$ cat src/rtl/contador16_ctrl.sv
// Command sequencer for a 16-bit cascaded counter: one load/count command at a time,
// early stop on target match, completion status and wrap accounting.
module contador16_ctrl #(
  parameter int unsigned W      = 16,
  parameter int unsigned STEP_W = 16,
  parameter int unsigned SETTLE = 2
) (
  input  logic          clk,
  input  logic          reset,
  input  logic          cmd_valid,
  output logic          cmd_ready,
  input  logic [1:0]    cmd_op,
  input  logic [W-1:0]  cmd_data,
  input  logic          cmd_tgt_en,
  input  logic [W-1:0]  cmd_target,
  input  logic          abort,
  output logic          cnt_enb,
  output logic [1:0]    cnt_modo,
  output logic [W-1:0]  cnt_D,
  input  logic [W-1:0]  cnt_Q,
  input  logic [3:0]    cnt_RCO,
  output logic          busy,
  output logic          done,
  output logic [1:0]    status,
  output logic [7:0]    wrap_cnt
);

  localparam int unsigned SetW = (SETTLE > 1) ? $clog2(SETTLE) : 1;

  typedef enum logic [2:0] {StIdle, StLoad, StSettle, StRun, StDone} state_e;

  state_e            state_q, state_d;
  logic [1:0]        op_q, op_d;
  logic [W-1:0]      data_q, data_d;
  logic [W-1:0]      target_q, target_d;
  logic              tgt_en_q, tgt_en_d;
  logic [STEP_W-1:0] remaining_q, remaining_d;
  logic [SetW-1:0]   settle_q, settle_d;
  logic [1:0]        status_q, status_d;
  logic [7:0]        wrap_q, wrap_d;

  logic accept;
  logic tgt_hit;
  logic unused_rco;

  // Only the full-width carry/borrow matters; the nibble carries are internal to the counter.
  assign unused_rco = ^cnt_RCO[2:0];

  assign accept   = cmd_valid & cmd_ready;
  assign tgt_hit  = tgt_en_q & (cnt_Q == target_q);
  assign busy     = (state_q != StIdle);
  assign done     = (state_q == StDone);
  assign status   = status_q;
  assign wrap_cnt = wrap_q;

  always_comb begin
    state_d     = state_q;
    op_d        = op_q;
    data_d      = data_q;
    target_d    = target_q;
    tgt_en_d    = tgt_en_q;
    remaining_d = remaining_q;
    settle_d    = settle_q;
    status_d    = status_q;
    wrap_d      = wrap_q;
    cmd_ready   = 1'b0;
    cnt_enb     = 1'b0;
    cnt_modo    = 2'b00;
    cnt_D       = '0;

    unique case (state_q)
      StIdle: begin
        cmd_ready = ~reset;
        if (accept) begin
          op_d     = cmd_op;
          data_d   = cmd_data;
          tgt_en_d = cmd_tgt_en;
          target_d = cmd_target;
          wrap_d   = 8'd0;
          status_d = 2'b00;
          if (cmd_op == 2'b11) begin
            state_d = StLoad;
          end else if (STEP_W'(cmd_data) == '0) begin
            state_d  = StDone;
            status_d = 2'b11;
          end else begin
            state_d     = StRun;
            remaining_d = STEP_W'(cmd_data);
          end
        end
      end
      StLoad: begin
        // The load is driven this cycle even if aborted; it cannot be taken back.
        cnt_enb  = 1'b1;
        cnt_modo = 2'b11;
        cnt_D    = data_q;
        settle_d = SetW'(SETTLE - 1);
        if (abort) begin
          state_d  = StDone;
          status_d = 2'b10;
        end else begin
          state_d = StSettle;
        end
      end
      StSettle: begin
        if (abort) begin
          state_d  = StDone;
          status_d = 2'b10;
        end else if (settle_q == '0) begin
          state_d  = StDone;
          status_d = 2'b00;
        end else begin
          settle_d = settle_q - 1'b1;
        end
      end
      StRun: begin
        cnt_modo = op_q;
        if (abort) begin
          state_d  = StDone;
          status_d = 2'b10;
        end else if (tgt_hit) begin
          // Match is checked before stepping so the counter never overshoots.
          state_d  = StDone;
          status_d = 2'b01;
        end else begin
          cnt_enb     = 1'b1;
          remaining_d = remaining_q - 1'b1;
          if (cnt_RCO[3] && (wrap_q != 8'hFF)) begin
            wrap_d = wrap_q + 8'd1;
          end
          if (remaining_q == STEP_W'(1)) begin
            state_d  = StDone;
            status_d = 2'b00;
          end
        end
      end
      StDone: begin
        state_d = StIdle;
      end
      default: begin
        state_d = StIdle;
      end
    endcase
  end

  always_ff @(posedge clk) begin
    if (reset) begin
      state_q     <= StIdle;
      op_q        <= 2'b00;
      data_q      <= '0;
      target_q    <= '0;
      tgt_en_q    <= 1'b0;
      remaining_q <= '0;
      settle_q    <= '0;
      status_q    <= 2'b00;
      wrap_q      <= 8'd0;
    end else begin
      state_q     <= state_d;
      op_q        <= op_d;
      data_q      <= data_d;
      target_q    <= target_d;
      tgt_en_q    <= tgt_en_d;
      remaining_q <= remaining_d;
      settle_q    <= settle_d;
      status_q    <= status_d;
      wrap_q      <= wrap_d;
    end
  end

endmodule

$ cat config.mk
export PLATFORM = sky130hd
export DESIGN_NAME = contador16_ctrl
export DESIGN_NICKNAME = d
export VERILOG_FILES = /design/src/rtl/contador16_ctrl.sv
export SDC_FILE = /design/constraint.sdc
export NUM_CORES = 1
export LEC_CHECK = 0
export CAP_MARGIN = 20
export CORE_ASPECT_RATIO = 1.2
export CORE_MARGIN = 3
export CORE_UTILIZATION = 46
export CTS_BUF_LIST = sky130_fd_sc_hd__clkbuf_4 sky130_fd_sc_hd__clkbuf_8 sky130_fd_sc_hd__clkbuf_16
export DETAILED_ROUTE_END_ITERATION = 8
export PLACE_DENSITY = 0.72
export SLEW_MARGIN = 20
export SYNTH_ARGS = -nofsm -noshare
export SYNTH_HDL_FRONTEND = slang
export SYNTH_SLANG_ARGS = --single-unit
$ cat constraint.sdc
create_clock -name clk -period 2.5 [get_ports clk]
set_input_delay 0.5 -clock clk [delete_from_list [all_inputs] [get_ports clk]]
set_output_delay 0.5 -clock clk [all_outputs]
set_load 0.01 [all_outputs]
### Word-level counts from Yosys, hierarchy flattened

Cells that the tools add are included.

* $add $sub $neg: 3
* equal/unequal tests: 18
* mux-type cells: 40
* bitwise logic cells: 3
* reductions and logical operators: 13

Operator list (count)
* 2-to-1 mux 16 bit: 6
* 2-to-1 mux 8 bit: 4
* one-hot mux 16 bit (2 select lines): 1
* 2-to-1 mux 3 bit: 9
* 2-to-1 mux 2 bit: 9
* equality test 16 x 1 -> 1 bit (second input constant): 1
* equality test 16 bit: 1
* logical NOT 16 bit: 1
* inequality test 2 bit (second input constant): 8
* one-hot mux 8 bit (2 select lines): 1
* subtractor 16 x 1 -> 16 bit (second input constant): 1
* one-hot mux 3 bit (4 select lines): 1
* AND reduction 5 bit: 2
* adder 8 x 1 -> 8 bit (second input constant): 1
* inequality test 8 bit (second input constant): 1
* one-hot mux 2 bit (4 select lines): 1
* equality test 3 x 2 -> 1 bit (second input constant): 2
* AND reduction 6 bit: 1
* 2-to-1 mux 1 bit: 5
* inequality test 4 bit (second input constant): 1
* one-hot mux 1 bit (2 select lines): 2
* one-hot mux 2 bit (2 select lines): 1
* AND reduction 2 bit: 2
* nonzero test 2 bit: 2
* other kinds (12): 13

* register bits after elaboration: 65
* bits of input ports: 59
* output and inout port bits: 32
* logic and storage cells: 86

### Logic depth before layout (Yosys ltp)

* depth after elaboration: 6
* gate-level depth with buffers: 9
* gate-level depth less buffers: 8

### Worst setup path before layout

Ideal clock, no wire load.

* path type: in2out
* start: in cnt_Q[2]
* end: out cnt_enb
* arrival: 1.672 ns
* data required time: 2.000 ns
* path slack: 0.328 ns
* stages on the path: 8
* buffers on the path: 2
* path through: xnor2_1 -> nand4_1 -> nor3_1 -> and2_1 -> buf_2 -> buf_4 -> o21a_1 -> nor2_1

* word-level cells in the longest chain between the ends: 5

RTL lines
* start, declared: RTL line 20 `input logic [W-1:0] cnt_Q,`
* equality test 16 bit: RTL line 50 `assign tgt_hit = tgt_en_q & (cnt_Q == target_q);`
* AND 1 bit: RTL line 50
* 2-to-1 mux 1 bit: RTL line 121 `end else if (tgt_hit) begin`
* 2-to-1 mux 1 bit: RTL line 118 `if (abort) begin`
* one-hot mux 1 bit (2 select lines): RTL line 71 `unique case (state_q)`
* end, declared: RTL line 17 `output logic cnt_enb,`

Every way passes these cells.

### Worst setup path after layout

* start: in cnt_Q[6]
* end: out cnt_enb

The elaborated chain is that of the path after synthesis.

==> flow_summary_export.csv <==
group,metric,value,unit
outcome,outcome,"finished clean",
logic_synthesis,ys_seq_area_share,35.0,%
critical_path,crit_path_end_kind,"output port",
pwr,leakage,2.17,nW
clock_tree,clk_latency,0.34,ns
sta,period_minus_slack,2.42,ns
drt,wl,10.3,mm
drt,drc_errors,0,
pwr,ir_drop,0.471,mV
sta,rsz0062_at_grt,"false",
global_route,grt.overflow.total,0,
global_route,grt_max_degree,84,
sta,setup_violations,0,
min_path,min_path_type,"register to register",
pwr,powerDensity,832,mW/mm²
clock_tree,cts_max_path_buffers,2,
floorplanning,die_area,0.00920,mm²
sta,finalCritPeriodShare,96.6,%
floorplanning,fp.dieW,88.1,µm
critical_path,reg2regPathDepth,5,
critical_path,criticalPathCategory,"primary input to output port",
sta,worst_pin_slew,0.768,ns
drt,wl_per_cell,15.4,µm
global_route,grt_pass1_vias,3550,
critical_path,slowest_stage,"clkdlybuf4s50_1",
global_route,grt_pass1_wl,16.9,mm
final_layout,fillers,683,
logic_synthesis,syn_avg_cell_area,8.01,µm²
drt,vias_per_cell,5.65,
logic_synthesis,ys.flop_type,"dfxtp_1",
logic_synthesis,synth_xor_area_share,3.77,%
sta,max-slew-margin-rel,48.8,%
final_layout,diodes,0,
sta,tns,0,ns
logic_synthesis,syn_nets,526,
place,dp.final_hpwl,7.24,mm
logic_synthesis,synthSimpleGateAreaFrac,35.8,%
drt,postRouteAntennaNets,0,
final_layout,synthToLayoutAreaGrowth,39.9,%
sta,max_freq,414,MHz
logic_synthesis,ys_types,63,
clock_tree,clkTransAtPathRegs,0.08,ns
sta,hold_viol_final,0,
drt,dr.pass1.iters,5,
clock_tree,h-tree-depth,3,
clock_tree,cts_root_buf,"clkbuf_8",
floorplanning,io_pins,91,
logic_synthesis,synth_top_family_by_area,"simple AND/OR/NAND/NOR gates",
final_layout,fin_nets,634,
final_layout,final_common_cell,"nand2_1",
global_route,grt_use_met3,4.12,%
critical_path,crit_arrival,1.92,ns
logic_synthesis,yosysWarnings,0,
floorplanning,fp-row-count,35,
global_route,grtUsageMet2,38.4,%
critical_path,slowest_delay,0.47,ns
logic_synthesis,synth_edf_count,0,
final_layout,drive_above_1_share,14.2,%
logic_synthesis,muxShareOfSynthArea,0.572,%
clock_tree,numCtsBuffers,9,
logic_synthesis,synth_seq_cells,65,
global_route,grtUsageTotal,22.9,%
drt,vias,3777,
clock_tree,holdBufCountCts,0,
floorplanning,core,0.00775,mm²
logic_synthesis,synth_compound_area_share,18.7,%
logic_synthesis,netlist_area,0.00372,mm²
logic_synthesis,netlist_instances,464,
flow_run,drv_cap,0,
min_path,min_path_cells,2,
global_route,top_usage_layer,"met2",
logic_synthesis,async_flop_share,0,%
place,port_buffers,87,
floorplanning,initial_core_util,48.0,%
sta,slew_viol_final,0,
global_route,use_met1,29.6,%
global_route,antenna_found_initial,0,
logic_synthesis,synthAdderAreaFrac,1.01,%
final_layout,mostFrequentLayoutCells,"nand2_1 (86), clkdlybuf4s50_1 (75), dfxtp_1 (64)",
critical_path,start_kind,"primary input",
drt,drt_iter0_drc,212,
critical_path,worstPathMaxFanout,2,
sta,fin_skew,0.00825,ns
clock_tree,cts.sinks,65,
sta,holdWs,0.474,ns
place,gp_congestion,0.880,
floorplanning,fp.dieH,104,µm
critical_path,crit_required,2.00,ns
critical_path,cp_cell_sequence,"clkdlybuf4s50_1, xnor2_1, nand4_1, nor3_2, and2_4, o21a_1, nor2_1, buf_2",
clock_tree,cts_tree,"done",
[through the flow]
stage	util (%)	cell area [µm²]	worst slack [ns]	power, W	std cells
floorplan	-	3720	0.328	0.00250	464
global placement	63.0	4880	-0.393	0.00312	652
detailed placement	63.0	4880	-0.399	0.00315	652
CTS	66.7	5170	-0.00210	0.00433	669
global route	67.1	5200	0.00231	0.00460	669
finish	67.1	5200	0.0842	0.00433	669
[flip-flops by register name (all words and copies together) (netlist names)]
signal,count
data_q,16
status,2
state_q,3
op_q,2
tgt_en_q,1
remaining_q,16
target_q,16
wrap_cnt,8
settle_q,1
[layer usage]
| layer | share of wire, % | vias to the layer above |
|---|---|---|
| li1 | - | 1867 |
| met1 | 43 | 1783 |
| met2 | 51 | 110 |
| met3 | 5.0 | 17 |
| met4 | 1.3 | 0 |
| met5 | 0 | - |
[cells by family (layout without fill, tap and decap cells)]
logic type	after synthesis	in the layout
AOI/OAI and AO/OA	93	93
xor gates and xnor gates	16	16
adders and majority gates	3	3
buffers and inverters	40	153
DFF	65	65
muxes	2	2
and+or+nand+nor	245	245
[cell usage after synthesis (all sizes together) (10+ instances only)]
master / count / area (µm²)
nand2b: 20 / 125
nor3: 10 / 66.3
and2: 22 / 138
xnor2: 13 / 114
o32ai: 15 / 199
nand2: 86 / 323
nor2: 24 / 100
clkbuf: 20 / 75.1
dfxtp: 65 / 1300
buf: 12 / 83.8
nand3b: 34 / 259
a21oi: 38 / 190
nand3: 11 / 55.1
[report_power, final]
| part | total, W | switching [W] | leakage (nW) | internal [W] |
|---|---|---|---|---|
| sequential | 0.00142 | 0.000167 | 0.531 | 0.00125 |
| combinational | 0.00174 | 0.000932 | 1.51 | 0.000810 |
| clock | 0.00117 | 0.000422 | 0.129 | 0.000745 |
[worst max-delay path: cells and delay by family]
kind / cells / cell delay (ns)
xor gates and xnor gates: 1 / 0.11
and+or+nand+nor: 4 / 0.56
AOI/OAI and AO/OA: 1 / 0.12
buffers and inverters: 2 / 0.60
[timing repair]
| item | CTS | global route |
|---|---|---|
| pin swaps | 4 | 12 |
| hold endpoints to repair | 0 | 0 |
| setup buffers | 1 | 0 |
| gates resized for setup | 9 | 12 |
| setup endpoints to repair | 17 | 10 |
| cloned | 0 | 0 |
[path summary, 6_finish.rpt]
kind,start,endpoint,slack [ns]
max,cnt_Q[6],cnt_enb,0.08
min reg2reg,status[1]$_SDFFE_PP0P_,status[1]$_SDFFE_PP0P_,0.47
min,status[1]$_SDFFE_PP0P_,status[1]$_SDFFE_PP0P_,0.47
max reg2reg,remaining_q[7]$_SDFFE_PP0P_,status[0]$_SDFFE_PP0P_,0.40
[area by class of cell]
cell class / instances / area [µm²] / share of cell area [%]
sequential: 65 / 1310 / 25.1
inverter: 8 / 30.0 / 0.577
clock inverter: 4 / 97.6 / 1.88
multi-input combinational: 359 / 2250 / 43.2
timing repair buffer: 129 / 1240 / 23.9
tap: 92 / 115 / 2.21
clock buffer: 12 / 165 / 3.18
Power figures use the tool's default switching activity.
